`src/rtl/freq_synth_disp_if.sv`:
```
// Control, status, waveform and display signals of freq_synth_disp.
// The controller side drives freq_hz/load; the generator drives everything else.
interface freq_synth_disp_if;
  logic [6:0] freq_hz;
  logic       load;
  logic       busy;
  logic       err;
  logic       freq_out;
  logic [6:0] active_hz;
  logic [6:0] seg;
  logic [1:0] enable;

  modport master (
    output freq_hz, load,
    input  busy, err, freq_out, active_hz, seg, enable
  );

  modport slave (
    input  freq_hz, load,
    output busy, err, freq_out, active_hz, seg, enable
  );
endinterface

```
`src/rtl/freq_synth_disp.sv`:
```
// Programmable square-wave generator: 32-cycle divider, glitch-free swap at period wrap, 2-digit 7-seg scan.
// A load is taken only while busy=0; loads seen while busy are dropped, and busy holds until the new period starts.
module freq_synth_disp #(
  parameter int CLK_HZ   = 27_000_000,
  parameter int CNT_W    = 25,
  parameter int MAX_HZ   = 99,
  parameter int RESET_HZ = 42,
  parameter int SCAN_DIV = 225_000
) (
  input  logic             clk,
  input  logic             rst_n,
  freq_synth_disp_if.slave bus
);
  localparam int         RST_DIV = (CLK_HZ + RESET_HZ / 2) / RESET_HZ;
  localparam int         SCAN_W  = (SCAN_DIV > 1) ? $clog2(SCAN_DIV) : 1;
  localparam logic [6:0] MAX_F   = 7'(MAX_HZ);

  typedef enum logic [1:0] {S_IDLE, S_DIV, S_PEND} state_t;

  state_t            r_state, w_state_nxt;
  logic [6:0]        r_f;
  logic [31:0]       r_num;
  logic [7:0]        r_rem;
  logic [4:0]        r_iter;
  logic [CNT_W-1:0]  r_cnt, r_div;
  logic              r_fout, r_err, r_dsel;
  logic [6:0]        r_active;
  logic [SCAN_W-1:0] r_scan;

  logic       w_load_ok, w_wrap, w_swap, w_qbit;
  logic [7:0] w_trial, w_rem_nxt;
  logic [6:0] w_tens, w_units;

  assign w_load_ok = bus.load && (bus.freq_hz != 7'd0) && (bus.freq_hz <= MAX_F);
  assign w_wrap    = (r_cnt == r_div - 1'b1);
  assign w_swap    = (r_state == S_PEND) && w_wrap;

  // Remainder stays below f (<=99), so its low 7 bits plus the next numerator bit fit in 8.
  assign w_trial   = {r_rem[6:0], r_num[31]};
  assign w_qbit    = (w_trial >= {1'b0, r_f});
  assign w_rem_nxt = w_qbit ? (w_trial - {1'b0, r_f}) : w_trial;

  always_ff @(posedge clk or negedge rst_n) begin
    if (!rst_n) r_state <= S_IDLE;
    else        r_state <= w_state_nxt;
  end

  always_comb begin
    w_state_nxt = r_state;
    case (r_state)
      S_IDLE:  if (w_load_ok) w_state_nxt = S_DIV;
      S_DIV:   if (r_iter == 5'd31) w_state_nxt = S_PEND;
      S_PEND:  if (w_wrap) w_state_nxt = S_IDLE;
      default: w_state_nxt = S_IDLE;
    endcase
  end

  always_ff @(posedge clk or negedge rst_n) begin
    if (!rst_n) begin
      r_f    <= 7'd0;
      r_num  <= 32'd0;
      r_rem  <= 8'd0;
      r_iter <= 5'd0;
      r_err  <= 1'b0;
    end else if (r_state == S_IDLE) begin
      if (w_load_ok) begin
        r_f    <= bus.freq_hz;
        r_num  <= 32'(CLK_HZ) + 32'(bus.freq_hz >> 1);
        r_rem  <= 8'd0;
        r_iter <= 5'd0;
        r_err  <= 1'b0;
      end else if (bus.load) begin
        r_err  <= 1'b1;
      end
    end else if (r_state == S_DIV) begin
      // Quotient bits shift in from the bottom as numerator bits leave the top.
      r_num  <= {r_num[30:0], w_qbit};
      r_rem  <= w_rem_nxt;
      r_iter <= r_iter + 5'd1;
    end
  end

  always_ff @(posedge clk or negedge rst_n) begin
    if (!rst_n) begin
      r_cnt    <= '0;
      r_div    <= CNT_W'(RST_DIV);
      r_fout   <= 1'b0;
      r_active <= 7'(RESET_HZ);
    end else begin
      r_fout <= (r_cnt < (r_div >> 1));
      r_cnt  <= w_wrap ? '0 : r_cnt + 1'b1;
      if (w_swap) begin
        r_div    <= r_num[CNT_W-1:0];
        r_active <= r_f;
      end
    end
  end

  always_ff @(posedge clk or negedge rst_n) begin
    if (!rst_n) begin
      r_scan <= '0;
      r_dsel <= 1'b0;
    end else if (r_scan == SCAN_W'(SCAN_DIV - 1)) begin
      r_scan <= '0;
      r_dsel <= ~r_dsel;
    end else begin
      r_scan <= r_scan + 1'b1;
    end
  end

  function automatic logic [6:0] seg_enc(input logic [6:0] d);
    case (d)
      7'd0:    seg_enc = 7'b1111110;
      7'd1:    seg_enc = 7'b0110000;
      7'd2:    seg_enc = 7'b1101101;
      7'd3:    seg_enc = 7'b1111001;
      7'd4:    seg_enc = 7'b0110011;
      7'd5:    seg_enc = 7'b1011011;
      7'd6:    seg_enc = 7'b1011111;
      7'd7:    seg_enc = 7'b1110000;
      7'd8:    seg_enc = 7'b1111111;
      7'd9:    seg_enc = 7'b1111011;
      default: seg_enc = 7'b0000000;
    endcase
  endfunction

  assign w_tens  = r_active / 7'd10;
  assign w_units = r_active % 7'd10;

  assign bus.busy      = (r_state != S_IDLE);
  assign bus.err       = r_err;
  assign bus.freq_out  = r_fout;
  assign bus.active_hz = r_active;
  assign bus.enable    = r_dsel ? 2'b01 : 2'b10;
  assign bus.seg       = r_dsel ? seg_enc(w_units) : seg_enc(w_tens);
endmodule

```
`src/flat_wrapper.sv`:
```
// flat-port wrapper written by rule: the top's interface ports become plain ports
module freq_synth_disp_flat 
#(
  parameter int CLK_HZ   = 27_000_000,
  parameter int CNT_W    = 25,
  parameter int MAX_HZ   = 99,
  parameter int RESET_HZ = 42,
  parameter int SCAN_DIV = 225_000
)
  (clk, rst_n, bus_freq_hz, bus_load, bus_busy, bus_err, bus_freq_out, bus_active_hz, bus_seg, bus_enable);
  freq_synth_disp_if bus_i ();
  input  logic clk;
  input  logic rst_n;
  input wire logic [$bits(bus_i.freq_hz)-1:0] bus_freq_hz;
  input wire logic [$bits(bus_i.load)-1:0] bus_load;
  output wire logic [$bits(bus_i.busy)-1:0] bus_busy;
  output wire logic [$bits(bus_i.err)-1:0] bus_err;
  output wire logic [$bits(bus_i.freq_out)-1:0] bus_freq_out;
  output wire logic [$bits(bus_i.active_hz)-1:0] bus_active_hz;
  output wire logic [$bits(bus_i.seg)-1:0] bus_seg;
  output wire logic [$bits(bus_i.enable)-1:0] bus_enable;
  assign bus_i.freq_hz = bus_freq_hz;
  assign bus_i.load = bus_load;
  assign bus_busy = bus_i.busy;
  assign bus_err = bus_i.err;
  assign bus_freq_out = bus_i.freq_out;
  assign bus_active_hz = bus_i.active_hz;
  assign bus_seg = bus_i.seg;
  assign bus_enable = bus_i.enable;
  freq_synth_disp #(.CLK_HZ(CLK_HZ), .CNT_W(CNT_W), .MAX_HZ(MAX_HZ), .RESET_HZ(RESET_HZ), .SCAN_DIV(SCAN_DIV)) u_core (.clk(clk), .rst_n(rst_n), .bus(bus_i));
endmodule
```
`config.mk`:
```
export PLATFORM = sky130hd
export DESIGN_NAME = freq_synth_disp_flat
export DESIGN_NICKNAME = d
export VERILOG_FILES = /design/src/rtl/freq_synth_disp_if.sv /design/src/rtl/freq_synth_disp.sv /design/src/flat_wrapper.sv
export SDC_FILE = /design/constraint.sdc
export NUM_CORES = 1
export LEC_CHECK = 0
export ABC_AREA = 1
export CORE_ASPECT_RATIO = 0.75
export CORE_MARGIN = 4
export CORE_UTILIZATION = 54
export DETAILED_ROUTE_END_ITERATION = 16
export PLACE_DENSITY = 0.75
export SYNTH_ARGS = -nofsm -noshare
export SYNTH_HDL_FRONTEND = slang
export SYNTH_SLANG_ARGS = --single-unit
```
`constraint.sdc`:
```
create_clock -name clk -period 3.52 [get_ports clk]
set_input_delay 0.528 -clock clk [delete_from_list [all_inputs] [get_ports clk]]
set_output_delay 0.528 -clock clk [all_outputs]
set_load 0.05 [all_outputs]
```
==> summary.md <==
| Metric | Value |
|---|---|
| Outcome | finished, violations left |
| Failing checks | setup timing |
| Worst-Skew Late Latency | 0.42 ns |
| Post-synthesis instance area | between 8000 and 9000 um2 |
| Layout Nets | 1130 |
| Power per cell area | 409 nW/um2 |
| Clock buffer depth | 2 |
| Hold violation total from the final report | 0 |
| Synth async-reset ratio | 100% |
| Mapped Avg Cell Area | 7.90 um2 |
| Placement Cell Area | 8670 um2 |
| Final setup vio count | 7 |
| RSZ-0062 raised after global routing | yes |
| Most frequent cells after synthesis | nand2_1 (221), inv_1 (143), dfrtp_1 (117) |
| CTS buffer count | 17 |
| Yosys warns | 0 |
| Period utilization | 112% |
| Antenna Cells | 0 |
| Violation count after the first detailed-route iteration | 472 |
| Design Area, Final | just under 10000 um2 |
| Cell count after synthesis | 1015 |
| R2R cell count | 15 |
| Final Skew | 0.00718 ns |
| Synth area leaders | dfrtp_1 (37%), nand2_1 (10%), ha_1 (7.2%) |
| GP Congestion | 0.911 |
| VDD IR-drop max | 379 uV |
| Fillers | 1120 |
| Largest net degree at the start of global routing | 74 |
| Crit path launch type | register |
| Total track usage | between 20% and 30% |
| Data required time at the worst endpoint | 2.99 ns |
| Final Max Tran Viols | 0 |
| Clock share of power | 45.6% |
| Max Fclk | 254 MHz |
| Most common cell in the netlist | nand2_1 |
| Hold buffer count at cts | 0 |
| Post-detail-place hpwl | 11900 um |
| Io pins | 29 |
| Static Leak | a little under 0.005 uW |
| Vias in the first global route | 6462 |
| First-pass GRT wire length | between 30000 and 40000 um |
| CTS Root Cell | clkbuf_16 |
| Crit-path max FO | 6 |
| Top cell type's share of synthesized area | 36.5% |
| Final worst setup slack | -0.415 ns |
| Final min period | 3.94 ns |
| Via count | 6815 |
| Starting density of the core | 55.3% |
| Max_cap viols | 0 |
| Syn-to-layout area delta | 21.2% |
| CP arrival | 3.41 ns |
| Remaining routing DRC violations | 0 |
| EDFF count, synth | 0 |
| Worst-margin pin slew | 0.853 ns |
| Avg WL per Cell | 14.1 um |
| Clk sinks | 131 |
| Clock slew at reported path FFs | roughly 0.060 ns |
| FP Rows | 38 |
| Vias per inst | approximately 5.3 |
| IO buf count | 28 |
| Layout cell share with drive strength beyond 1 | 16.9% |
| Path type of the worst setup path | reg2out |
| Total die area | around 17000 um2 |
| Min Hold Slack | 0.127 ns |
| Pre-antenna DRT Iters | 5 |
| Worst Setup End Kind | output port |
| Core ar. | approximately 15000 um2 |
| Flops & latches, synth | 131 |
| R2R Setup Slk | 0.59 ns |
| CTS HTree Levels | 4 |
| Sequential share of power | 43.2% |
| Final WL | 18200 um |
| Post-synthesis sequential area ratio | 41.1% |
| Combinational Power Share | approximately 11% |
| Util after Layout | 67.0% |
| Post-route ant nets | 0 |
| CTS tree | yes |
| Gr ovfl total | 0 |
| Hold crit path type | in2async |
| Setup_tns | -2.80 ns |
| Slew HR | 42.6% |
| Sw Share | 26.5% |
| Most used DFF post-synth | dfrtp_1 |
| Die width | about 150 um |
| Post-Syn Nets | around 1100 |
| Post-synth cell types | 52 |
| Die H | 114 um |
| Initial antenna violation count | 0 |
| P_sw | 1050 uW |
| Pint | 2930 uW |
| Synth area leader | dfrtp_1 |
-- area by class of cell --
class | count | area (um2) | share of cell area (%)
Tap cell | 200 | 250 | 2.57
Inverter | 144 | 548 | 5.64
Multi-Input combinational cell | 716 | 4380 | 45.0
Clock buffer | 18 | 429 | 4.41
Sequential cell | 131 | 3300 | 34.0
Clock inverter | 14 | 176 | 1.81
Timing Repair Buffer | 63 | 641 | 6.59
-- flip-flops by register name (all words and copies together) (netlist names) --
signal / flops
u_core.bus.err: 1
u_core.r_cnt: 25
u_core.r_num: 32
u_core.r_f: 7
u_core.bus.freq_out: 1
u_core.r_iter: 5
u_core.r_dsel: 1
u_core.r_state: 2
u_core.r_scan: 18
u_core.r_rem: 7
u_core.r_div: 25
u_core.bus.active_hz: 7
-- routing by layer --
metal / GRT usage (%) / vias to the layer above / routed length [um]
met4: 6.52 / 0 / 293
met3: 5.20 / 27 / 796
li1: - / 3424 / -
met5: 0 / - / 0
met1: 30.7 / 3211 / 8490
met2: 34.5 / 153 / 8610
-- layout by cell type (no fill, tap or decap), types with 15 or more instances in the layout --
master and count:
a21oi_1 35, buf_4 29, clkbuf_16 17, clkdlybuf4s50_1 20, dfrtp_1 115, ha_1 42, inv_1 136, nand2_1 193
nand2_2 19, nand2_4 16, nand3_1 67, nand4_1 17, nor2_1 88, nor3_1 27, o21ai_0 37, o22ai_1 15
xor2_1 43
-- critical path, cell delays in order (launching register included) --
cell and delay [ns]:
dfstp_4 0.64, nand3_2 0.11, nand2_1 0.12, nand2_1 0.08, nand2_1 0.10, nand2_2 0.07, nand2_2 0.09, inv_2 0.06
nand2_4 0.09, nand2_4 0.07, nand2_4 0.07, nand2_4 0.06, inv_4 0.06, ha_4 0.13, inv_4 0.04, nand3_4 0.07
buf_6 0.10, nand4_1 0.19, nand2_4 0.18, nand2_4 0.06, a21oi_4 0.24, nand2_2 0.10, nand2_4 0.09, buf_8 0.14
-- power groups by stage --
stage	Combinational, uW	Sequential (uW)	Clock, uW
after global routing	525	1730	1920
after CTS	447	1720	1840
final	446	1720	1820
after floorplan	330	1720	0
after global placement	429	1740	0
after detailed placement	441	1740	0
-- worst paths after layout --
check	to	from
max	bus_seg[5]	u_core.bus.active_hz[5]
min	u_core.r_dsel	rst_n
max reg2reg	u_core.r_div[18]	u_core.r_div[0]
min reg2reg	u_core.r_scan[0]	u_core.r_scan[0]
max in group asynchronous	u_core.r_div[14]	rst_n
min in group clk	u_core.r_scan[0]	u_core.r_scan[0]
-- through the flow --
stage	power, uW	setup WS, ns	cells
floorplan	2050	0.0108	1015
global placement	2170	0.0514	1230
detailed placement	2180	-0.0617	1230
CTS	4010	-0.243	1277
global route	4180	-0.590	1286
finish	3980	-0.415	1286
-- logic make-up (layout without fill, tap and decap cells) --
kind of cell,Yosys count,count (layout),synth area share (%)
compound gates,136,136,10.3
buf+inv,168,239,8.27
simple gates,477,477,26.8
xor+xnor,56,56,6.12
fa+ha+maj,47,47,7.43
flops,131,131,41.1
-- repair_timing --
action | 4_1_cts | 5_1_grt
buffers inserted | 15 | 9
resized for setup | 48 | 21
gates cloned | 0 | 0
pin swaps | 28 | 23
setup endpoints to repair | 7 | 7
Note: power is estimated with default switching activity, not from simulation.
